[src/rtl/rst_seq.sv]
// rst_seq: reset sequencer for one clock domain.
// Holds every downstream reset asserted until the PLL lock has been stable
// for LOCK_FILTER cycles, then releases the outputs one by one in index
// order, STAGE_DELAY cycles apart. Lock loss or a software request puts all
// outputs back into reset together.
module rst_seq #(
    parameter int N_OUT       = 4,
    parameter int LOCK_FILTER = 8,
    parameter int STAGE_DELAY = 8,
    parameter int SW_HOLD     = 16
) (
    input  logic             clk,
    input  logic             rst_n,
    input  logic             locked,
    input  logic             sw_rst,
    output logic [N_OUT-1:0] rst_out,
    output logic             seq_done,
    output logic [2:0]       state
);

    // One shared counter serves all three timed phases, so it is sized
    // for the longest of them.
    localparam int MAX_A = (LOCK_FILTER > STAGE_DELAY) ? LOCK_FILTER : STAGE_DELAY;
    localparam int MAX_C = (MAX_A > SW_HOLD) ? MAX_A : SW_HOLD;
    localparam int CW    = $clog2(MAX_C + 1);
    localparam int STW   = $clog2(N_OUT + 1);

    localparam logic [CW-1:0]  CNT_MAX   = '1;
    localparam logic [CW-1:0]  FILT_LAST = CW'(LOCK_FILTER - 1);
    localparam logic [CW-1:0]  STG_LAST  = CW'(STAGE_DELAY - 1);
    localparam logic [CW-1:0]  SW_LAST   = CW'(SW_HOLD - 1);
    localparam logic [STW-1:0] LAST_BIT  = STW'(N_OUT - 1);

    typedef enum logic [2:0] {
        HOLD    = 3'd0,
        FILTER  = 3'd1,
        RELEASE = 3'd2,
        RUN     = 3'd3,
        SWHOLD  = 3'd4
    } state_t;

    state_t             state_q;
    state_t             state_nxt;
    logic   [CW-1:0]    cnt_q;
    logic   [CW-1:0]    cnt_nxt;
    logic   [CW-1:0]    cnt_inc;
    logic   [STW-1:0]   stg_q;
    logic   [STW-1:0]   stg_nxt;
    logic   [N_OUT-1:0] rst_nxt;
    logic               done_nxt;
    logic               sync_q;
    logic               locked_s;

    assign state   = state_q;
    assign cnt_inc = (cnt_q == CNT_MAX) ? cnt_q : cnt_q + 1'b1;

    // Two-flop synchroniser bringing the asynchronous PLL lock into clk.
    always_ff @(posedge clk) begin
        if (!rst_n) begin
            sync_q   <= 1'b0;
            locked_s <= 1'b0;
        end else begin
            sync_q   <= locked;
            locked_s <= sync_q;
        end
    end

    // State, counter, stage index and registered outputs.
    always_ff @(posedge clk) begin
        if (!rst_n) begin
            state_q  <= HOLD;
            cnt_q    <= '0;
            stg_q    <= '0;
            rst_out  <= '1;
            seq_done <= 1'b0;
        end else begin
            state_q  <= state_nxt;
            cnt_q    <= cnt_nxt;
            stg_q    <= stg_nxt;
            rst_out  <= rst_nxt;
            seq_done <= done_nxt;
        end
    end

    // Next-state logic: lock loss beats a software request, which beats
    // the normal timed progression.
    always_comb begin
        state_nxt = state_q;
        cnt_nxt   = cnt_q;
        stg_nxt   = stg_q;
        if (!locked_s) begin
            state_nxt = HOLD;
            cnt_nxt   = '0;
            stg_nxt   = '0;
        end else if (sw_rst && (state_q == RELEASE || state_q == RUN || state_q == SWHOLD)) begin
            state_nxt = SWHOLD;
            cnt_nxt   = '0;
            stg_nxt   = '0;
        end else begin
            case (state_q)
                HOLD: begin
                    state_nxt = FILTER;
                    cnt_nxt   = '0;
                    stg_nxt   = '0;
                end
                FILTER: begin
                    if (cnt_q == FILT_LAST) begin
                        state_nxt = RELEASE;
                        cnt_nxt   = '0;
                        stg_nxt   = '0;
                    end else begin
                        cnt_nxt = cnt_inc;
                    end
                end
                RELEASE: begin
                    if (cnt_q == STG_LAST) begin
                        cnt_nxt = '0;
                        stg_nxt = stg_q + 1'b1;
                        if (stg_q == LAST_BIT) begin
                            state_nxt = RUN;
                        end
                    end else begin
                        cnt_nxt = cnt_inc;
                    end
                end
                RUN: begin
                    cnt_nxt = '0;
                end
                SWHOLD: begin
                    if (cnt_q == SW_LAST) begin
                        state_nxt = RELEASE;
                        cnt_nxt   = '0;
                        stg_nxt   = '0;
                    end else begin
                        cnt_nxt = cnt_inc;
                    end
                end
                default: begin
                    state_nxt = HOLD;
                    cnt_nxt   = '0;
                    stg_nxt   = '0;
                end
            endcase
        end
    end

    // Output decode from the upcoming state: bits below the stage index are
    // released, which keeps the release order monotonic by construction.
    always_comb begin
        rst_nxt  = '1;
        done_nxt = 1'b0;
        case (state_nxt)
            RUN: begin
                rst_nxt  = '0;
                done_nxt = 1'b1;
            end
            RELEASE: begin
                for (int j = 0; j < N_OUT; j++) begin
                    rst_nxt[j] = (STW'(j) >= stg_nxt);
                end
            end
            default: begin
                rst_nxt  = '1;
                done_nxt = 1'b0;
            end
        endcase
    end

endmodule

[config.mk]
export PLATFORM = sky130hd
export DESIGN_NAME = rst_seq
export DESIGN_NICKNAME = d
export VERILOG_FILES = /design/src/rtl/rst_seq.sv
export SDC_FILE = /design/constraint.sdc
export NUM_CORES = 1
export LEC_CHECK = 0
export CAP_MARGIN = 20
export CELL_PAD_IN_SITES_DETAIL_PLACEMENT = 1
export CELL_PAD_IN_SITES_GLOBAL_PLACEMENT = 2
export CORE_MARGIN = 3
export CORE_UTILIZATION = 39
export DETAILED_ROUTE_END_ITERATION = 6
export DONT_BUFFER_PORTS = 1
export GPL_ROUTABILITY_DRIVEN = 1
export PLACE_DENSITY_LB_ADDON = 0.1
export SLEW_MARGIN = 5
export SYNTH_ARGS = -nofsm -noshare
export SYNTH_HDL_FRONTEND = slang
export SYNTH_SLANG_ARGS = --single-unit
[constraint.sdc]
create_clock -name clk -period 3.35 [get_ports clk]
set_input_delay 0 -clock clk [delete_from_list [all_inputs] [get_ports clk]]
set_output_delay 0 -clock clk [all_outputs]
set_load 0.01 [all_outputs]
==> impl_results.md <==
* Outcome: finished, final reports clean
* Share of layout cells above drive strength 1 at 0.106
* DIE AREA at approximately 3200 um2
* Worst setup path class: flip-flop to flip-flop
* Residual DRC count at 0
* Global-route wire length before repair at roughly 3700 um
* CP top delay family: flip-flops
* Place WS at 1.21 ns
* Skew final at 0.00813 ns
* Hpwl dp at ~1600 um
* Reg2Reg Setup Slack at about 1.2 ns
* Crit Path Max Fanout at 21
* Via count at roughly 800
* CP Capture Type: flip-flop
* CP Launch Type: flip-flop
* WP buf/inv at 0
* Total congestion overflow at 0
* CTS Sinks at 18
* Most numerous cell in the Yosys netlist: dfxtp_1
* Min-Delay Path Class: input port to flip-flop
* Later-pin clock latency in the skew report at roughly 0.30 ns
* DRT Pass-1 Iters at 4
* CTS tree: yes
* Core Region at about 2300 um2
* Total power at 0.360 mW
* CP Cell Sequence: or3b_2, o22ai_1, a211oi_1, o21ai_0, o21ai_0
* FP Rows at 17
* RSZ-0062 raised after global routing: no
* Top FF cell, synth: dfxtp_1
* Clock-pin slew on the worst setup and hold paths at roughly 0.11 ns
* Vias/cell at roughly 5.7
* PD cells at roughly 340 nW/um2
* Syn Area/Cell at ~8.8 um2
* Die Y at 56.2 um
* Flops & latches, synth at 18
* Die span in x at approximately 56 um
* Top cells by count, synth: 18 x dfxtp_1, 11 x nor2_1, 10 x a21oi_1, 5 x nand2b_1, 5 x o21bai_1
* Drt wl/cell at 15.6 um
* Reg-to-reg endpoint: rst_out[0]
* Crit path depth at 5
* Hold Path End: cnt_q[4]
* Vias in the first global route at 798
* Post-CTS resize count at 0
* Worst VDD drop at roughly 250 uV
* Drt first-iter violations at 14
* Leak at about 0.34 nW
* Count of distinct cell types in the synthesized netlist at 40
* Num CTS Buffers at 3
* Starting Density at 0.429
* Ant diodes at 0
* Asr flop ratio synth at 0
* Final hold vios at 0
* Synth top area share at 0.366
* DRT antenna net count at 0
* Post-Synthesis Cells at roughly 110
* Total of max-cap violations at 0
* CP max-delay cell: dfxtp_1
* # setup viols final at 0
* R2R cell count at 5
* Port bufs at 0
* H-tree levels at 1
* Fin. max-slew vios at 0
* Hold WS at a little under 0.09 ns
* FF-to-FF Start: state[2]
* Worst relative slew slack at 0.544
* Period utilization at 0.657
* Initial antenna violation count at 0
* Post-Syn Nets at between 100 and 150
* Post-CTS Hold Buffers at 3
* Final min period at ~2.2 ns
* Worst slew pin tran at 0.683 ns
* PnR worst setup slack at 1.15 ns
* Post CTS Setup Buffer Count at 0
* Setup TNS at 0 ns
* CP arrival at around 2.4 ns
* Clock Tree Buf Depth at 2
* EDFF count, synth at 0
* Fill count at around 280
* Ranking of synthesized cells by area: dfxtp_1 37%, a21oi_1 5.1%, ha_1 5.1%, nor2_1 4.2%, o21bai_1 3.8%
* Hold depth at 3
* GRT Resource Usage Total at 0.147
* Hold Startpoint: sw_rst
* Worst EP required at between 3 and 4 ns
* Utilization after layout at 0.459
* Yosys top cell by area: dfxtp_1
* Root Buffer: clkbuf_4
* Drt total wl at 2200 um
* I/O Pins at 12
* Largest net degree at the start of global routing at 22
* Final #Nets at approximately 120
* Fmax at approximately 450 MHz
* Most Frequent Cell on Critical Path: o21ai_0
* Max incr delay on CP at 0.78 ns
* Synth Warn # at 0
* Sequential area share after synthesis at 0.366
* Mapped Area at about 980 um2
* Layout area overhead at 6.99%
* GPL Wtd Cong at between 0.7 and 0.8
## logic make-up (layout without fill, tap and decap cells)
kind of cell / after synthesis / after routing / synth area share
muxes: 1 / 1 / 0.0102
buffers and inverters: 11 / 12 / 0.0546
AOI/OAI and AO/OA: 28 / 28 / 0.198
and+or+nand+nor: 47 / 47 / 0.294
xor gates and xnor gates: 3 / 3 / 0.0267
adders and majority gates: 4 / 4 / 0.0508
DFF: 18 / 18 / 0.366
## flip-flops by register name, indices dropped and copies added (netlist names)
register / count
cnt_q: 5
rst_out: 4
state: 3
stg_q: 3
locked_s: 1
seq_done: 1
sync_q: 1
## worst max-delay path by stage
stage / startpoint / end / slack (ns)
2_1_floorplan: cnt_q[0] / rst_out[2] / 1.48
3_3_place_gp: state[2] / rst_out[0] / 1.28
3_5_place_dp: state[2] / rst_out[0] / 1.21
4_1_cts: state[2] / rst_out[0] / 1.18
5_1_grt: state[2] / rst_out[1] / 1.00
6_report: state[2] / rst_out[0] / 1.15
## where the power goes
part	total [mW]	internal [mW]	switching (mW)	leakage [nW]
clock network	0.134	0.0662	0.0676	0.0210
logic	0.00912	0.00490	0.00422	0.174
registers	0.217	0.215	0.00196	0.146
total	0.360	0.286	0.0738	0.341
## per-stage QoR
stage / instance area, um2 / instances
5_1_grt: 1050 / 141
3_3_place_gp: 987 / 134
4_1_cts: 1050 / 141
3_5_place_dp: 987 / 134
2_1_floorplan: 985 / 112
6_report: 1050 / 141
## cell type report
class                      count  area, um2  share of cell area
clock buffer                   4       36.3              0.0344
sequential                    18        360               0.342
multi-input combinational     83        571               0.542
timing repair buffer           3       30.0              0.0285
inverter                       5       21.3              0.0202
tap                           28       35.0              0.0333
## layout by cell type (no fill, tap or decap), types with 4 or more instances in the layout
master    instances
dfxtp_1          18
nand2b_1          5
inv_1             4
nor2_1           11
nand2_1           4
a21oi_1          10
ha_1              4
o21bai_1          5
nand3_1           4
## layer usage
layer / up-vias / GRT usage / part of all wire
li1: 407 / - / -
met1: 373 / 0.201 / 0.53
met2: 14 / 0.222 / 0.42
met3: 5 / 0.0302 / 0.030
met4: 0 / 0.0610 / 0.015
met5: - / 0 / 0
## worst reg2reg max path, delay by kind of cell (launching register included)
kind	cells	cell delay [ns]
AO/OA/AOI/OAI	4	0.78
AND/OR/NAND/NOR	1	0.53
flip-flops	1	0.78
(Power assumes the default switching activity.)
